===== config.mk =====
export PLATFORM = sky130hd
export DESIGN_NAME = baby_mem_bridge
export DESIGN_NICKNAME = d
export VERILOG_FILES = /design/src/rtl/baby_mem_bridge.sv
export SDC_FILE = /design/constraint.sdc
export NUM_CORES = 1
export LEC_CHECK = 0
export BUFFER_PORTS_ARGS = -buffer_cell sky130_fd_sc_hd__buf_2
export CAP_MARGIN = 10
export CORE_MARGIN = 4
export CORE_UTILIZATION = 33
export CTS_CLUSTER_DIAMETER = 150
export DETAILED_ROUTE_END_ITERATION = 16
export PLACE_DENSITY_LB_ADDON = 0.25
export SLEW_MARGIN = 10
export SYNTH_ARGS = -nofsm -noshare
export SYNTH_HDL_FRONTEND = slang
export SYNTH_SLANG_ARGS = --single-unit

===== constraint.sdc =====
create_clock -name clk_i -period 2.95 [get_ports clk_i]
set_input_delay 0.295 -clock clk_i [delete_from_list [all_inputs] [get_ports clk_i]]
set_output_delay 0.295 -clock clk_i [all_outputs]
set_load 0.05 [all_outputs]

===== src/rtl/baby_mem_bridge.sv =====
`default_nettype none
// ============================================================================
//  Module      : baby_mem_bridge
//  Description : Byte-serial bridge between the Manchester Baby 32-bit word
//                memory port and the 8-bit TinyTapeout IO bus. Each access
//                sends a header byte {we, pad, addr}, then moves one word as
//                four bytes LSB first, with a per-byte idle timeout.
//  Revision    : 1.0 - initial release
// ============================================================================
module baby_mem_bridge #(
  parameter int ADDR_W  = 5,
  parameter int TIMEOUT = 255
) (
  input  logic              clk_i,
  input  logic              reset_i,
  input  logic              mem_req_i,
  input  logic              mem_we_i,
  input  logic [ADDR_W-1:0] mem_addr_i,
  input  logic [31:0]       mem_wdata_i,
  output logic [31:0]       mem_rdata_o,
  output logic              mem_ack_o,
  output logic              mem_err_o,
  output logic [7:0]        bus_data_o,
  output logic              bus_oe_o,
  output logic              bus_strobe_o,
  input  logic              bus_ready_i,
  input  logic [7:0]        bus_data_i,
  input  logic              bus_valid_i
);

  // Timeout counter only needs to count up to TIMEOUT itself.
  localparam int c_to_w = (TIMEOUT < 2) ? 1 : $clog2(TIMEOUT + 1);

  typedef enum logic [2:0] {
    S_IDLE   = 3'd0,
    S_HEADER = 3'd1,
    S_WDATA  = 3'd2,
    S_RDATA  = 3'd3,
    S_DONE   = 3'd4
  } state_t;

  state_t              r_state;
  state_t              w_next;
  logic                r_we;
  logic [ADDR_W-1:0]   r_addr;
  logic [31:0]         r_wdata;
  logic [23:0]         r_shadow;   // bytes 0..2 of a load; byte 3 goes straight to r_rdata
  logic [31:0]         r_rdata;
  logic [1:0]          r_cnt;
  logic [c_to_w-1:0]   r_to;
  logic                r_err;
  logic [7:0]          w_hdr;
  logic                w_xfer;
  logic                w_busy;
  logic                w_to_hit;
  logic                w_timeout;

  assign mem_rdata_o = r_rdata;

  // Header byte: write flag in bit 7, address right-aligned and zero padded.
  assign w_hdr    = {r_we, 7'(r_addr)};
  assign w_busy   = (r_state == S_HEADER) || (r_state == S_WDATA) || (r_state == S_RDATA);
  // Abort on the idle cycle that would bring the counter up to TIMEOUT.
  assign w_to_hit = (TIMEOUT != 0) && ((int'(r_to) + 1) == TIMEOUT);

  // State register.
  always_ff @(posedge clk_i or posedge reset_i) begin
    if (reset_i) begin
      r_state <= S_IDLE;
    end else begin
      r_state <= w_next;
    end
  end

  // Next-state decode, byte-transfer detection and bus/ack outputs.
  always_comb begin
    w_next       = r_state;
    w_xfer       = 1'b0;
    w_timeout    = 1'b0;
    bus_oe_o     = 1'b0;
    bus_strobe_o = 1'b0;
    bus_data_o   = 8'h00;
    mem_ack_o    = 1'b0;
    mem_err_o    = 1'b0;
    case (r_state)
      S_IDLE: begin
        if (mem_req_i) w_next = S_HEADER;
      end
      S_HEADER: begin
        bus_oe_o     = 1'b1;
        bus_strobe_o = 1'b1;
        bus_data_o   = w_hdr;
        w_xfer       = bus_ready_i;
        if (w_xfer) w_next = r_we ? S_WDATA : S_RDATA;
      end
      S_WDATA: begin
        bus_oe_o     = 1'b1;
        bus_strobe_o = 1'b1;
        bus_data_o   = r_wdata[{r_cnt, 3'b000} +: 8];
        w_xfer       = bus_ready_i;
        if (w_xfer && (r_cnt == 2'd3)) w_next = S_DONE;
      end
      S_RDATA: begin
        w_xfer = bus_valid_i;
        if (w_xfer && (r_cnt == 2'd3)) w_next = S_DONE;
      end
      S_DONE: begin
        mem_ack_o = 1'b1;
        mem_err_o = r_err;
        w_next    = S_IDLE;
      end
      default: w_next = S_IDLE;
    endcase
    if (w_busy && !w_xfer && w_to_hit) begin
      w_timeout = 1'b1;
      w_next    = S_DONE;
    end
  end

  // Request latching, byte counter, timeout counter and load-data capture.
  always_ff @(posedge clk_i or posedge reset_i) begin
    if (reset_i) begin
      r_we     <= 1'b0;
      r_addr   <= '0;
      r_wdata  <= 32'h0;
      r_shadow <= 24'h0;
      r_rdata  <= 32'h0;
      r_cnt    <= 2'd0;
      r_to     <= '0;
      r_err    <= 1'b0;
    end else begin
      case (r_state)
        S_IDLE: begin
          if (mem_req_i) begin
            r_we    <= mem_we_i;
            r_addr  <= mem_addr_i;
            r_wdata <= mem_wdata_i;
            r_cnt   <= 2'd0;
            r_to    <= '0;
          end
        end
        S_HEADER: begin
          if (w_xfer) r_cnt <= 2'd0;
        end
        S_WDATA: begin
          if (w_xfer) r_cnt <= r_cnt + 2'd1;
        end
        S_RDATA: begin
          if (w_xfer) begin
            case (r_cnt)
              2'd0:    r_shadow[7:0]   <= bus_data_i;
              2'd1:    r_shadow[15:8]  <= bus_data_i;
              2'd2:    r_shadow[23:16] <= bus_data_i;
              default: r_rdata         <= {bus_data_i, r_shadow};
            endcase
            r_cnt <= r_cnt + 2'd1;
          end
        end
        S_DONE: begin
          r_err <= 1'b0;
          r_to  <= '0;
        end
        default: ;
      endcase
      if (w_busy) begin
        r_err <= w_timeout;
        if (w_xfer) r_to <= '0;
        else        r_to <= r_to + 1'b1;
      end
    end
  end

endmodule
`default_nettype wire


After elaboration in Yosys (flattened, before gate mapping)
Cells that the tools add are included.
Cells by class
  add/subtract/negate cells: 3
  $mul: 0
  equal/unequal tests: 16
  $lt $le $gt $ge: 0
  bitwise logic cells: 1
  shifts and indexed selects: 1
  div/mod/pow operators: 0
  reduce and logical (&&, ||, !) cells: 23
  mux-type cells: 23
Operator list (count)
  one-hot mux 8 bit (2 select lines): 2
  variable part select 32 x 6 -> 8 bit: 1
  two-way mux 8 bit: 3
  two-way mux 3 bit: 5
  one-hot mux 3 bit (4 select lines): 1
  AND reduction 3 bit: 4
  adder 8 x 1 -> 9 bit, second input constant: 1
  equality test 9 x 8 -> 1 bit, second input constant: 1
  adder 8 x 1 -> 8 bit, second input constant: 1
  AND reduction 4 bit: 2
  two-way mux 1 bit: 7
  equality test 3 x 2 -> 1 bit, second input constant: 2
  two-way mux 2 bit: 3
  != test 3 x 1 -> 1 bit, second input constant: 2
  != test 3 bit, second input constant: 2
  one-hot mux 2 bit (3 select lines): 1
  nonzero test 3 bit: 2
  equality test 2 bit, second input constant: 2
  logical AND 1 bit: 4
  != test 2 bit, second input constant: 2
  AND reduction 2 bit: 2
  OR reduction 2 bit: 2
  equality test 3 x 1 -> 1 bit, second input constant: 1
  equality test 3 bit, second input constant: 1
  12 further kinds: 13
Word-level totals
  bits in read-only memories: 0
  memories kept: 0
  memory bits (writable): 0
  output and inout port bits: 44
  input bits: 51
  logic and storage cells: 78
  register bits after elaboration: 108
  latch bits: 0

Logic depth before layout (Yosys ltp)
  word-level depth: 8
  gate-level depth with buffers: 6
  mapped depth without buffers: 5

Worst setup path before layout
OpenSTA, ideal clock, no wires.
  path type: flip-flop to output port
  start point: register r_cnt[0]
  end point: output bus_data_o[5]
  cell stages (with the launch flop): 4
  data required time: 2655 ps
  data arrival time: 2096 ps
  slack: 559 ps
  path buffers: 1
  cells stage by stage: dfrtp_1 -> buf_2 -> mux4_2 -> nor3b_1
Between the ends
  cells in the longest elaborated chain, start to end: 2
Ends and longest elaborated chain
  from (decl): line 49  | logic [1:0] r_cnt;
  from (signal assigned): line 146  | if (w_xfer) r_cnt <= r_cnt + 2'd1;
  from (signal assigned): line 156  | r_cnt <= r_cnt + 2'd1;
  variable part select 32 x 6 -> 8 bit: line 99  | bus_data_o = r_wdata[{r_cnt, 3'b000} +: 8];
  one-hot mux 8 bit (2 select lines): line 85  | case (r_state)
  to (decl): line 23  | output logic [7:0] bus_data_o,
No other way between the ends.

Worst setup path after layout
  start point: register r_state[0]
  end point: output bus_data_o[0]
Between the ends
  cells in the longest elaborated chain, start to end: 2
Ends and longest elaborated chain
  from (decl): line 42  | state_t r_state;
  from (signal assigned): line 71  | r_state <= w_next;
  equality test 3 x 2 -> 1 bit / equality test 3 x 1 -> 1 bit (equally long branches): line 85
  one-hot mux 8 bit (2 select lines) *: line 85
Every way passes the cells marked *; elsewhere a longest branch is shown, timed or not.

==> flow_summary.json <==
{
  "status": "complete, no violations",
  "timing.final.ws_setup_ps": 379.2,
  "clock_skew_ps": 8.251,
  "grt_pass1_wl_um": 16870,
  "insertion_delay_ps": 350,
  "yosys_most_used_dff": "dfrtp_1",
  "worst_pin_slew_ps": 848.4,
  "worst-path-stages": 5,
  "grt_max_degree": 39,
  "cellPowerDensity_mw_per_mm2": 1070,
  "hold_path.class": "in -> async",
  "initial_core_util": 0.3406,
  "cts.path.max_buffers": 2,
  "r2r_end": "r_shadow[3]",
  "placed_area_sq_mm": 0.005469,
  "multi_input_area_sq_mm": 0.001956,
  "ys_seq_elements": 108,
  "synth_nets": 405,
  "cts_tree": "done",
  "nets": 498,
  "dieWidth_um": 128.4,
  "syn_area_sq_mm": 0.004782,
  "r2r_slack_ps": 750,
  "cts_resized": 0,
  "synth_edf_count": 0,
  "startpoint_type": "register",
  "antenna_cells": 0,
  "fin_setup_tns_ps": 0,
  "gp_congestion": 0.7894,
  "synth.most_common_cell": "dfrtp_1",
  "seqCellArea_sq_mm": 0.002703,
  "cts_buffers": 9,
  "areaGrowthSynthToFinish_pct": 20.09,
  "syn_inst": 348,
  "p_leak_nw": 2.729,
  "num_io_pins": 95,
  "synthTopCellsByCount": "108 x dfrtp_1, 95 x mux2_2, 16 x nand2_1",
  "crit_fanout": 18,
  "worst_r2r_path_depth": 4,
  "ys_seq_area_frac": 0.5651,
  "via_per_inst": 4.990,
  "totalWireLength_um": 10100,
  "routedWlPerCell_um": 16.16,
  "rows": 43,
  "yosys_warnings": 0,
  "crit_slowest_cell": "dfrtp_1",
  "drt_iter0_markers": 150,
  "timing.hold.ws_ps": 111.2,
  "setup.worst_path.start": "r_state[0]",
  "vdd_drop_max_uv": 689.4,
  "rsz0062_at_grt": "no",
  "cpMostUsedCell": "nor2_1",
  "power_mw": 6.145,
  "cp_top_family": "flip-flops",
  "r2r-start": "r_state[1]",
  "synth_top_area_cell": "dfrtp_1",
  "critical_path_class": "reg -> out",
  "slew_headroom": 0.4332,
  "nFillCells": 1365,
  "portBuffers": 94,
  "fmax_mhz": 389.0,
  "slew_viol_final": 0,
  "crit_path_end_kind": "primary output",
  "hpwlAfterDp_um": 7020,
  "clkTransAtPathRegs_ps": 70,
  "overflow": 0,
  "final_area_sq_mm": 0.005743,
  "ant_nets": 0,
  "crit_arrival_ps": 2280,
  "ys_types": 44,
  "cts_max_level": 3,
  "synth_top_area_frac": 0.5651,
  "ctsHoldBuffers": 0,
  "ys_top_cells_by_area": "dfrtp_1 57%, mux2_2 22%, mux4_2 3.8%",
  "worst-path-buf-inv": 2,
  "dr.pass1.iters": 4,
  "grt_pass1_vias": 3306,
  "cpPeakStageDelay_ps": 700,
  "dp_slack_ps": 731.8,
  "track_usage": 0.1300,
  "hold_viol": 0,
  "die_area_sq_mm": 0.01648,
  "final-setup-viol-count": 0,
  "die_height_um": 128.4,
  "min_period_ps": 2571,
  "syn_area_per_cell_sq_um": 13.74,
  "root_buffer": "clkbuf_16",
  "synthArstFlopShare": 1.000,
  "finalCritPeriodShare": 0.8714,
  "dr_total_vias": 3119,
  "cts_setup_buffers": 0,
  "drc": 0,
  "crit_chain": "inv_1 -> nor2_1 -> a22oi_1 -> nor2_1 -> buf_2",
  "drv_cap": 0,
  "drive_gt1_frac": 0.4989,
  "crit_path_end": "bus_data_o[0]",
  "cp.required_ps": 2650,
  "core-area_sq_mm": 0.01404,
  "antenna_found_initial": 0,
  "clkSinkCount": 108
}
layer usage:
metal  part of all wire  global-route usage  wire length, um
met1               0.45              0.1701             4524
met2               0.49              0.2084             4914
met3              0.056             0.04483              568
met4             0.0090             0.03184               91
met5                  0                   0                0
power breakdown:
group	leakage [nW]	total (mW)	switching [mW]	internal (mW)
registers	1.38	2.52	0.445	2.08
logic	1.22	2.49	1.45	1.04
clock network	0.135	1.14	0.544	0.595
total	2.73	6.15	2.44	3.71
worst reg2reg max path, delay by kind of cell, from the launching register on:
| kind | cells | cell delay (ps) |
|---|---|---|
| simple gates | 3 | 950 |
| flops | 1 | 760 |
| mux | 1 | 380 |
layout make-up:
type | count | share of cell area
flip-flops and latches | 108 | 0.4706
multi-input cells | 210 | 0.3405
repair buffers | 99 | 0.09281
clock buffers | 10 | 0.04161
well taps | 180 | 0.03922
inverters | 13 | 0.009150
clock inverters | 5 | 0.006100
sequential cells by signal (all words and copies together), names as in the netlist:
| name | flops |
|---|---|
| mem_rdata_o | 32 |
| r_wdata | 32 |
| r_shadow | 24 |
| r_to | 8 |
| r_addr | 5 |
| r_state | 3 |
| r_cnt | 2 |
| r_err | 1 |
| r_we | 1 |
cells in the final DEF, fill, tap and decap left out, types with 5 or more instances in the layout:
cell       instances
nand2_1           16
mux2_2            95
inv_1             12
a22oi_1            6
a211oi_1           5
buf_2             94
dfrtp_1          108
nor2_1            10
mux4_2             8
o21ai_0            7
ha_1               6
clkbuf_16          9
nand3_1            5
cells by family after synthesis:
kind of cell    after synthesis  synth area share
fa+ha+maj                     6           0.01570
flops                       108            0.5651
mux                         107            0.2698
xor+xnor                      2          0.003664
simple gates                 54           0.05835
buf+inv                      30           0.02721
compound gates               41           0.06017
how the worst min path moves through the flow:
| stage | from | to | slack [ps] |
|---|---|---|---|
| 2_1_floorplan | r_err | r_err | 440 |
| 4_1_cts | reset_i | r_shadow[10] | 130 |
| 5_1_grt | mem_wdata_i[11] | r_wdata[11] | 150 |
| 3_5_place_dp | r_shadow[20] | mem_rdata_o[20] | 490 |
| 6_report | reset_i | mem_rdata_o[18] | 110 |
| 3_3_place_gp | r_err | r_err | 470 |
per-stage QoR:
step	std cells	util
CTS	625	0.4090
global placement	610	0.3895
global route	625	0.4090
detailed placement	610	0.3895
floorplan	348	-
finish	625	0.4090
Note: power is estimated with default switching activity, not from simulation.
